$ cat config.mk
export PLATFORM = sky130hd
export DESIGN_NAME = ats21_cmd_issuer
export DESIGN_NICKNAME = d
export VERILOG_FILES = /design/src/rtl/ats21_cmd_issuer.sv
export SDC_FILE = /design/constraint.sdc
export NUM_CORES = 1
export LEC_CHECK = 0
export ABC_CLOCK_PERIOD_IN_PS = 3500
export BUFFER_PORTS_ARGS = -buffer_cell sky130_fd_sc_hd__buf_2
export CAP_MARGIN = 20
export CORE_MARGIN = 2
export CORE_UTILIZATION = 56
export CTS_CLUSTER_DIAMETER = 200
export DETAILED_ROUTE_END_ITERATION = 10
export HOLD_SLACK_MARGIN = 0.05
export PLACE_DENSITY = 0.88
export SKIP_CTS_REPAIR_TIMING = 1
export SYNTH_ARGS = -nofsm -noshare
export SYNTH_HDL_FRONTEND = slang
export SYNTH_SLANG_ARGS = --single-unit
$ cat constraint.sdc
create_clock -name clk -period 3.5 [get_ports clk]
set_input_delay 0.35 -clock clk [delete_from_list [all_inputs] [get_ports clk]]
set_output_delay 0.35 -clock clk [all_outputs]
set_load 0.01 [all_outputs]
$ cat src/rtl/ats21_cmd_issuer.sv
// Two-client command issuer for ATS21: per-client 2-deep FIFOs feeding a HI/LO/GAP word sequencer.
// Optional build macro ATS21_OPCODE_CHECK_EN discards opcodes 3'b000/3'b100 and pulses drop_err.
module ats21_cmd_issuer (
    input  logic        clk,
    input  logic        reset_n,
    input  logic        a_valid,
    input  logic [31:0] a_instr,
    output logic        a_ready,
    input  logic        b_valid,
    input  logic [31:0] b_instr,
    output logic        b_ready,
    input  logic        ats_ready,
    output logic        req,
    output logic [15:0] ctrlA,
    output logic [15:0] ctrlB,
    output logic        busy,
    output logic        drop_err
);

    typedef enum logic [1:0] {IDLE, HI, LO, GAP} state_t;

    state_t      state_q, state_d;

    logic [31:0] fifo_a [2];
    logic [31:0] fifo_b [2];
    logic        wr_a, rd_a, wr_b, rd_b;
    logic [1:0]  cnt_a, cnt_b, cnt_a_d, cnt_b_d;

    logic [31:0] hold_a_q, hold_b_q, hold_a_d, hold_b_d;
    logic [15:0] ctrl_a_d, ctrl_b_d;

    logic        drop_a, drop_b;
    logic        push_a, push_b, pop_a, pop_b, issue;

`ifdef ATS21_OPCODE_CHECK_EN
    function automatic logic is_dropped(input logic [2:0] op);
        return (op == 3'b000) || (op == 3'b100);
    endfunction

    assign drop_a = a_valid && a_ready && is_dropped(a_instr[31:29]);
    assign drop_b = b_valid && b_ready && is_dropped(b_instr[31:29]);

    // Both clients dropping on the same edge still yields a single pulse.
    always_ff @(posedge clk or negedge reset_n) begin
        if (!reset_n) drop_err <= 1'b0;
        else          drop_err <= drop_a || drop_b;
    end
`else
    assign drop_a   = 1'b0;
    assign drop_b   = 1'b0;
    assign drop_err = 1'b0;
`endif

    assign push_a = a_valid && a_ready && !drop_a;
    assign push_b = b_valid && b_ready && !drop_b;

    always_comb begin
        // NOTE: every signal gets a default first so no path leaves it unassigned (no latches).
        state_d  = state_q;
        hold_a_d = hold_a_q;
        hold_b_d = hold_b_q;
        ctrl_a_d = 16'h0;
        ctrl_b_d = 16'h0;
        issue    = 1'b0;
        pop_a    = 1'b0;
        pop_b    = 1'b0;

        case (state_q)
            IDLE, GAP: begin
                issue   = ats_ready && ((cnt_a != 2'd0) || (cnt_b != 2'd0));
                state_d = issue ? HI : IDLE;
            end
            HI:      state_d = LO;
            LO:      state_d = GAP;
            default: state_d = IDLE;
        endcase

        // An empty client is issued as a Nop alongside the busy one.
        if (issue) begin
            pop_a    = (cnt_a != 2'd0);
            pop_b    = (cnt_b != 2'd0);
            hold_a_d = pop_a ? fifo_a[rd_a] : 32'h0;
            hold_b_d = pop_b ? fifo_b[rd_b] : 32'h0;
        end

        case (state_d)
            HI: begin
                ctrl_a_d = hold_a_d[31:16];
                ctrl_b_d = hold_b_d[31:16];
            end
            LO: begin
                ctrl_a_d = hold_a_d[15:0];
                ctrl_b_d = hold_b_d[15:0];
            end
            default: ;
        endcase

        cnt_a_d = cnt_a + {1'b0, push_a} - {1'b0, pop_a};
        cnt_b_d = cnt_b + {1'b0, push_b} - {1'b0, pop_b};
    end

    always_ff @(posedge clk or negedge reset_n) begin
        // NOTE: non-blocking assignments so every register samples pre-edge values.
        if (!reset_n) state_q <= IDLE;
        else          state_q <= state_d;
    end

    always_ff @(posedge clk or negedge reset_n) begin
        if (!reset_n) begin
            wr_a     <= 1'b0;
            rd_a     <= 1'b0;
            wr_b     <= 1'b0;
            rd_b     <= 1'b0;
            cnt_a    <= 2'd0;
            cnt_b    <= 2'd0;
            hold_a_q <= 32'h0;
            hold_b_q <= 32'h0;
            req      <= 1'b0;
            ctrlA    <= 16'h0;
            ctrlB    <= 16'h0;
            busy     <= 1'b0;
            a_ready  <= 1'b1;
            b_ready  <= 1'b1;
        end else begin
            if (push_a) wr_a <= ~wr_a;
            if (pop_a)  rd_a <= ~rd_a;
            if (push_b) wr_b <= ~wr_b;
            if (pop_b)  rd_b <= ~rd_b;
            cnt_a    <= cnt_a_d;
            cnt_b    <= cnt_b_d;
            hold_a_q <= hold_a_d;
            hold_b_q <= hold_b_d;
            req      <= (state_d == HI);
            ctrlA    <= ctrl_a_d;
            ctrlB    <= ctrl_b_d;
            busy     <= (state_d != IDLE) || (cnt_a_d != 2'd0) || (cnt_b_d != 2'd0);
            a_ready  <= (cnt_a_d != 2'd2);
            b_ready  <= (cnt_b_d != 2'd2);
        end
    end

    // NOTE: FIFO storage is not reset; the counters alone decide which entries are valid.
    always_ff @(posedge clk) begin
        if (push_a) fifo_a[wr_a] <= a_instr;
        if (push_b) fifo_b[wr_b] <= b_instr;
    end

endmodule

==> impl_results.md, run 1 <==
- Worst vdd ir: 0.4095 mV
- CTS tree: yes
- CP cell instances: inv_1 -> ha_1 -> o211ai_1 -> inv_1 -> ha_1 -> inv_1 -> ha_1 -> xnor2_1 -> xnor2_1 -> or4_1
- Setup crit start: state_q[0]
- Power Total: 8206 uW
- Util after Layout: ~68%
- Fmax: roughly 400 MHz
- Register area share after synthesis: around 73%
- Post-route ant nets: 0
- CP Max Fanout: 4
- Skew-Pair Late Insertion Delay: a little under 500 ps
- CP required: just under 4000 ps
- Status: complete, no violations
- Reg clk slew, reported paths: 60 ps
- Grt total ovfl: 0
- Reg area: 0.005801 mm2
- Seq cells post-synth: a little over 200
- Yosys warnings: 0
- DP HPWL: roughly 9900 um
- R2r startpoint: state_q[0]
- R2r endpoint: busy
- I/O Pins: roughly 110
- Largest cells by area after synthesis: edfxtp_1 (49%), dfrtp_1 (24%), mux2i_1 (8.1%)
- Power Density: ~870 mW/mm2
- Global-route wire length before repair: roughly 25,000 um
- Slew Viols, Final: 0
- Clock Skew: between 10 and 15 ps
- Final setup viols: 0
- Die Area: about 0.015 mm2
- FP Rows: 43
- Worst path depth: 10
- Crit path largest cell delay: around 520 ps
- Number of max-cap violations: 0
- Initial antenna violation count: 0
- Syn Nets: roughly 570
- Top-area cell type share of the netlist area: around 49%
- Max-Slew Margin vs Limit: between 30% and 40%
- Worst Hold Class: in2reg
- Share of layout cells above drive strength 1: 24.64%
- Fill cells: approximately 880
- Final Hold Fails: 0
- Mapped Cells: 499
- Commonest cells after routing, fill and taps aside: edfxtp_1 (128), buf_2 (103), dfrtp_1 (74), mux2i_1 (64), nor2_1 (33)
- H-tree lvl count: 1
- Multi-input logic area: about 0.002 mm2
- Iteration count of the initial detailed-routing pass: 6
- Clk sinks: 206
- Clock buffer depth: 3
- Largest net degree at the start of global routing: between 70 and 80
- Top delay family on crit path: adder cells
- Post-Route Setup TNS: 0 ps
- Setup Crit Path Kind: reg2reg
- Hold_ws: roughly 50 ps
- Slew @ Worst Pin: 1036 ps
- Final std cells w/o fill: just over 800
- DR WL/cell: around 20 um
- Ys async rst share: 37.86%
- Gp weighted congestion: ~0.8
- DR vias: 4,763
- DRT iter0 DRCs: 427
- Fin crit share: a little under three quarters
- Placeable Area: roughly 0.014 mm2
- Diodes inserted: 0
- CP max-delay cell: or4_1
- Vias per inst: 5.888
- Predominant post-synthesis flop cell: edfxtp_1
- WP buf/inv: 3
- Post-synth EDFFs: ~130
- Residual DRC count: 0
- IO buf count: 104
- Setup crit start kind: register
- Fin crit period: between 2000 and 3000 ps
- Worst reg2reg setup slack: roughly 980 ps
- CP endpoint: busy
- Critical Path AT: between 2000 and 3000 ps
- Syn avg cell area: 15.86 um2
- GRT Total Usage: a little over a fifth
- Critical Path End Type: register
- Vias in the first global route: 4,889
- Root Driver: clkbuf_16
- Dpl cells: 755
- Leakage: approximately 0.004 uW
- Die H: between 100 and 150 um
- Distinct cells, synth: 30
- Commonest non-fill, non-tap cell in the layout: edfxtp_1
- Area of the mapped netlist: roughly 0.0079 mm2
- P&R area growth vs syn: 18.97%
- Drt total wl: ~16,000 um
- Cell taking the most area after synthesis: edfxtp_1
- Die X-Extent: ~120 um
- Cell count of the worst reg-to-reg path: 10
- Initial core utilization: between 50% and 60%
- RSZ-0062 raised after global routing: no
- Inserted Clock Buffers: 20
- Post-layout nets: 690
layout make-up:
cell class / instances / share of cell area, %
repair buffers: 132 / 8.451
well taps: 180 / 2.392
flip-flops and latches: 206 / 61.60
inverters: 8 / 0.3189
multi-input cells: 247 / 20.65
clock buffers: 23 / 5.660
clock inverters: 13 / 0.9301
power breakdown:
| part | total, uW | internal (uW) | switching [uW] |
|---|---|---|---|
| Combinational | 2360 | 1000 | 1360 |
| Clock | 2020 | 1170 | 857 |
| Sequential | 3820 | 3330 | 494 |
state kept, by name (all words and copies together), names as in the netlist:
register	count
a_ready	1
b_ready	1
busy	1
cnt_a	2
cnt_b	2
ctrlA	16
ctrlB	16
fifo_a	64
fifo_b	64
hold_a_q	16
hold_b_q	16
rd_a	1
rd_b	1
req	1
state_q	2
wr_a	1
wr_b	1
cells by family after synthesis:
family	Yosys count	synth area share, %
muxes	64	8.094
xor gates and xnor gates	8	0.8853
DFF	206	73.25
other	1	0.04738
adders and majority gates	6	0.9484
buffers and inverters	46	2.450
and+or+nand+nor	99	6.576
AOI/OAI and AO/OA	69	7.746
per-stage QoR:
stage               instance area [um2]  setup slack (ps)
finish                             9417             983.9
global route                       9417             895.0
CTS                                9219              1043
detailed placement                 8598              1061
global placement                   8598              1198
floorplan                          7915             846.5
routing by layer:
| layer | global-route usage, % | share of wire (%) | vias to the layer above | routed length (um) |
|---|---|---|---|---|
| met5 | 0 | 0 | - | 0 |
| met4 | 7.399 | 2.9 | 0 | 481 |
| met3 | 4.693 | 7.0 | 52 | 1150 |
| met2 | 33.84 | 49 | 212 | 7947 |
| met1 | 30.59 | 42 | 2356 | 6806 |
| li1 | - | - | 2143 | - |
how the worst min path moves through the flow:
stage,to,cells past startpoint,slack (ps),from
global placement,hold_b_q[2],1,460,hold_b_q[2]
floorplan,busy,0,50,reset_n
global route,fifo_a[1][16],1,50,a_instr[16]
detailed placement,hold_b_q[9],1,470,hold_b_q[9]
CTS,fifo_b[0][31],1,40,b_instr[31]
finish,fifo_b[1][18],1,50,b_instr[18]
synthesized netlist by cell type, types with 2 or more instances:
cell type and number:
edfxtp_1 128, dfrtp_1 76, mux2i_1 64, nor2_1 35, a311o_1 32, clkbuf_1 23, a21o_1 21, nor3_1 21
nor4_1 20, buf_2 14, nor3b_1 12, o2bb2ai_1 12, xnor2_1 8, inv_1 7, ha_1 6, nand2_1 3
and3_1 2, dfstp_2 2, nand2b_1 2
(Power assumes the default switching activity.)
==> inputs of run 2 (changes only) <==
- ABC_CLOCK_PERIOD_IN_PS: 3500 -> 2400
- clock period: 3.5 -> 2.4 ns (I/O delays scaled with it)
==> run 2 against run 1 <==
  * Fmax increased by 8.0%
  * Clock power increased by 66%
  * Non-clock buffer count rose by 60
  * Combinational power up 72%
  * Critical path type unchanged
  * Critical endpoint unchanged
  * Largest cell class unchanged
==> impl_results.md, run 2 (synthesis gave the netlist of run 1 again) <==
- Reg clk slew, reported paths: 60 ps
- DRT iter0 DRCs: about 470
- Clock buffer depth: 3
- Post-route ant nets: 0
- IO buf count: 104
- Power Total: approximately 13,000 uW
- Vias in the first global route: a little over 5,000
- CP required: approximately 2800 ps
- Gp weighted congestion: between 0.8 and 0.9
- Final Hold Fails: 0
- Fin crit period: between 2000 and 2500 ps
- Vias per inst: ~6
- H-tree lvl count: 1
- Residual DRC count: 0
- Power Density: around 1300 mW/mm2
- Worst vdd ir: between 0.7 and 0.8 mV
- Final std cells w/o fill: around 870
- Root Driver: clkbuf_16
- Critical Path End Type: register
- Initial antenna violation count: 0
- Largest net degree at the start of global routing: 42
- Final setup viols: 0
- R2r startpoint: state_q[0]
- Commonest non-fill, non-tap cell in the layout: edfxtp_1
- Die X-Extent: ~120 um
- Clock Skew: a little over 7 ps
- Die H: approximately 120 um
- Iteration count of the initial detailed-routing pass: 4
- Placeable Area: 0.01383 mm2
- DR vias: about 5,100
- CTS tree: yes
- Slew @ Worst Pin: 812.8 ps
- Number of max-cap violations: 0
- Global-route wire length before repair: around 26,000 um
- FP Rows: 43
- Skew-Pair Late Insertion Delay: about 490 ps
- Grt total ovfl: 0
- Max-Slew Margin vs Limit: 45.45%
- Util after Layout: between 70% and 80%
- P&R area growth vs syn: 28.15%
- DR WL/cell: 20.95 um
- Status: complete, no violations
- Diodes inserted: 0
- Dpl cells: approximately 770
- Drt total wl: ~18,000 um
- Setup crit start: state_q[0]
- Setup Crit Path Kind: reg2reg
- Setup crit start kind: register
- Inserted Clock Buffers: 22
- Fin crit share: approximately 97%
- I/O Pins: 106
- DP HPWL: around 10,000 um
- Critical Path AT: approximately 2700 ps
- Leakage: about 0.0043 uW
- Slew Viols, Final: 0
- Die Area: about 0.015 mm2
- Initial core utilization: about 57%
- Hold path start: b_valid
- CP Max Fanout: 4
- Post-Route Setup TNS: 0 ps
- Fmax: roughly 430 MHz
- Commonest cells after routing, fill and taps aside: edfxtp_1 (128), buf_2 (103), dfrtp_1 (74), dlygate4sd3_1 (65), mux2i_1 (64)
- GRT Total Usage: between 20% and 30%
- Post-layout nets: about 750
- Biggest regs: fifo_a: 64 flops, fifo_b: 64 flops
- Worst Hold Class: in2reg
- Share of layout cells above drive strength 1: between 20% and 30%
- Clk sinks: 206
- RSZ-0062 raised after global routing: yes
run 2: cell count changes in the layout (fill, tap and decap cells not counted), sizes merged:
cell	change
clkinvlp	+1
inv	+1
buf	+12
clkbuf	+8
clkinv	-6
dlygate4sd3	+48
run 2: layout make-up:
class / instances / area [um2]
inverter: 8 / 30.03
fill: 808 / 3684
clock buffer: 31 / 656.9
clock inverter: 9 / 78.83
sequential: 206 / 5801
tap: 180 / 225.2
timing repair buffer: 192 / 1359
multi-input combinational: 247 / 1993
run 2: worst max-delay path: stages (launching register included):
cell and delay [ps]:
dfrtp_1 390, inv_2 70, ha_4 220, o211ai_1 130
inv_1 90, ha_1 290, inv_1 60, ha_4 170
xnor2_2 140, xnor2_2 150, or4_1 500
run 2: power by group:
part           switching, uW  total, uW  internal, uW
sequential               513       5370          4850
clock                   1340       3360          2030
combinational           2370       4070          1690
run 2: through the flow:
step | hold WS, ps | setup slack [ps] | cell area (um2)
floorplan | -55.59 | -41.85 | 7955
global placement | 235.7 | 169.0 | 8715
detailed placement | 243.3 | 73.84 | 8715
CTS | -286.5 | 63.91 | 9450
global route | 147.7 | -68.65 | 10140
finish | 141.3 | 70.36 | 10140
run 2: final timing paths:
path,endpoint,slack [ps],cells past startpoint
worst max-delay path,busy,70,10
worst min-delay path,wr_b,140,3
worst max register to register,busy,70,10
worst min register to register,hold_a_q[1],480,1
max in group asynchronous,a_ready,1440,3
min in group asynchronous,ctrlA[8],270,2
run 2: routing by layer:
metal	track usage, %	up-vias	routed length [um]
met4	10.99	0	625
li1	-	2271	-
met1	28.57	2552	6985
met2	37.81	241	9585
met3	3.578	53	1091
met5	0	-	0
==> inputs of run 3 (changes only) <==
- ABC_AREA: not set -> 1
- CORE_UTILIZATION: 56 -> 57
- PLACE_DENSITY: 0.88 -> 0.89
==> run 3 against run 2 <==
  * Non-clock buffer count down 11
  * Wire length down 6.0%
  * Count of clock-buffer cells in the layout down 4
  * First-iteration DRC count shrank 3.6%
  * Utilization decreased by 0.39 points
  * Register-to-register slack better by 140 ps
  * Sequential share of layout area fell by 0.17 points
  * Clock skew grew 4.2 ps
  * Largest power group unchanged
  * Highest routed layer unchanged
==> impl_results.md, run 3 <==
- Ys async rst share: 37.86%
- DRT iter0 DRCs: 451
- Seq cells post-synth: 206
- Power Density: between 1000 and 1500 mW/mm2
- P&R area growth vs syn: 24.25%
- Worst vdd ir: roughly 0.64 mV
- Setup crit start kind: register
- Largest net degree at the start of global routing: 49
- Share of layout cells above drive strength 1: 19.21%
- Register area share after synthesis: between 70% and 80%
- Final setup viols: 0
- Number of max-cap violations: 0
- Commonest cells after routing, fill and taps aside: nand2_1 (261), edfxtp_1 (128), buf_2 (103), inv_1 (80), dfrtp_1 (76)
- Iteration count of the initial detailed-routing pass: 5
- Syn Nets: 799
- Top-area cell type share of the netlist area: between 40% and 50%
- Mapped Cells: about 720
- Post-synth EDFFs: between 100 and 150
- Residual DRC count: 0
- Skew-Pair Late Insertion Delay: roughly 480 ps
- Synth cell count leaders: nand2_1 (261), edfxtp_1 (128), inv_1 (80)
- Initial antenna violation count: 0
- Final Hold Fails: 0
- Vias per inst: between 5 and 6
- Gp weighted congestion: ~0.8
- Crit path largest cell delay: between 300 and 400 ps
- Top delay family on crit path: adder cells
- Area of the mapped netlist: about 0.0082 mm2
- Post-layout nets: about 970
- RSZ-0062 raised after global routing: no
- Post-route cell area: slightly above 0.01 mm2
- IO buf count: around 100
- Placeable Area: around 0.014 mm2
- Commonest non-fill, non-tap cell in the layout: nand2_1
- Status: complete, no violations
- Yosys warnings: 0
- Diodes inserted: 0
- Fin crit share: between 90% and 100%
- Clock buffer depth: 3
- Post-route ant nets: 0
- Inserted Clock Buffers: 20
- Fill cells: 827
- CP max-delay cell: dfrtp_1
- CP Max Fanout: 3
- Setup Crit Path Kind: reg2reg
- DP HPWL: between 9000 and 10,000 um
- Fmax: roughly 460 MHz
- Syn avg cell area: between 10 and 15 um2
- Fin crit period: approximately 2200 ps
- Power Total: 12,600 uW
- Leakage: ~0.0048 uW
- Worst Hold Class: in2async
- Biggest regs: fifo_a: 64 flops, fifo_b: 64 flops
- Cell taking the most area after synthesis: edfxtp_1
- Initial core utilization: between 50% and 60%
- CP required: roughly 2800 ps
- FP Rows: 43
- Die H: 123.8 um
- Most frequent cell after synthesis: nand2_1
- CTS tree: yes
- Grt total ovfl: 0
- CP cell instances: inv_1 -> ha_1 -> nand2_2 -> clkinv_2 -> nand2_2 -> inv_2 -> ha_1 -> inv_1 -> ha_1 -> inv_1 -> nand3_1 -> nor2_1 -> nand3_1
- Die X-Extent: 123.8 um
- WP buf/inv: 5
- Hold_ws: about 230 ps
- Clock Skew: 11.34 ps
- Clk sinks: 206
- Vias in the first global route: 5,428
- Critical Path End Type: register
- Max-Slew Margin vs Limit: between 50% and 60%
- H-tree lvl count: 1
- Critical Path AT: 2540 ps
- GRT Total Usage: around 22%
- DR WL/cell: around 16 um
- Root Driver: clkbuf_16
- Distinct cells, synth: 23
- I/O Pins: between 100 and 150
- Drt total wl: ~17,000 um
- Largest cells by area after synthesis: edfxtp_1 (47%), dfrtp_1 (23%), nand2_1 (12%)
- Slew @ Worst Pin: 618.8 ps
- Placed instance area: between 0.008 and 0.009 mm2
- Global-route wire length before repair: between 20,000 and 30,000 um
- Slew Viols, Final: 0
- Reg clk slew, reported paths: approximately 70 ps
- Die Area: between 0.015 and 0.02 mm2
- Multi-input logic area: 0.001871 mm2
- Predominant post-synthesis flop cell: edfxtp_1
- Reg area: around 0.0058 mm2
- DR vias: ~5,500
==> run 3: changes by cell type in the layout (fill, tap and decap cells not counted), moves of 30 or more <==
| cell | delta |
|---|---|
| a311o_1 | -32 |
| inv_1 | +74 |
| mux2i_1 | -64 |
| nand2_1 | +258 |
| nand3_1 | +46 |
| nor2_1 | -30 |
==> run 3: metal layers <==
layer	share of wire [%]	up-vias	GRT usage, %
met5	0	-	0
met2	52	231	37.29
met4	2.0	0	7.670
li1	-	2625	-
met1	39	2647	28.01
met3	6.9	33	3.617
==> run 3: power breakdown <==
group / total [uW] / switching (uW) / leakage (uW) / internal (uW)
clock network: 3070 / 1230 / 0.000318 / 1840
logic: 4330 / 2910 / 0.00233 / 1420
registers: 5200 / 302 / 0.00215 / 4900
==> run 3: cells by family after synthesis <==
group	count (synthesis)	share of synthesized area [%]
buffers and inverters	120	6.665
xor gates and xnor gates	8	0.8562
and+or+nand+nor	368	19.29
other	1	0.04582
DFF	206	70.85
AOI/OAI and AO/OA	15	1.376
adders and majority gates	6	0.9173
==> run 3: final cells by class <==
type | count | share of cell area (%)
Clock buffer | 27 | 5.488
Clock inverter | 8 | 0.8982
Inverter | 86 | 3.187
Multi-Input combinational cell | 398 | 18.40
Sequential cell | 206 | 57.02
Tap cell | 180 | 2.215
Timing Repair Buffer | 181 | 12.80
==> run 3: worst paths after layout <==
path / start / to / slack (ps) / cells after the start
max: state_q[0] / busy / 210 / 13
min: reset_n / hold_a_q[6] / 230 / 2
max reg2reg: state_q[0] / busy / 210 / 13
min reg2reg: hold_b_q[4] / hold_b_q[4] / 470 / 2
max in group asynchronous: reset_n / b_ready / 1510 / 3
min in group clk: ats_ready / rd_a / 230 / 5
==> run 3: metrics by stage <==
| stage | instances | TNS (ps) | utilization [%] | worst slack (ps) |
|---|---|---|---|---|
| finish | 1086 | 0 | 72.97 | 210.3 |
| global route | 1086 | 0 | 72.97 | 55.57 |
| CTS | 1021 | 0 | 68.30 | 246.7 |
| detailed placement | 986 | 0 | 63.64 | 243.9 |
| global placement | 986 | 0 | 63.64 | 353.7 |
| floorplan | 724 | -4922 | - | -38.45 |
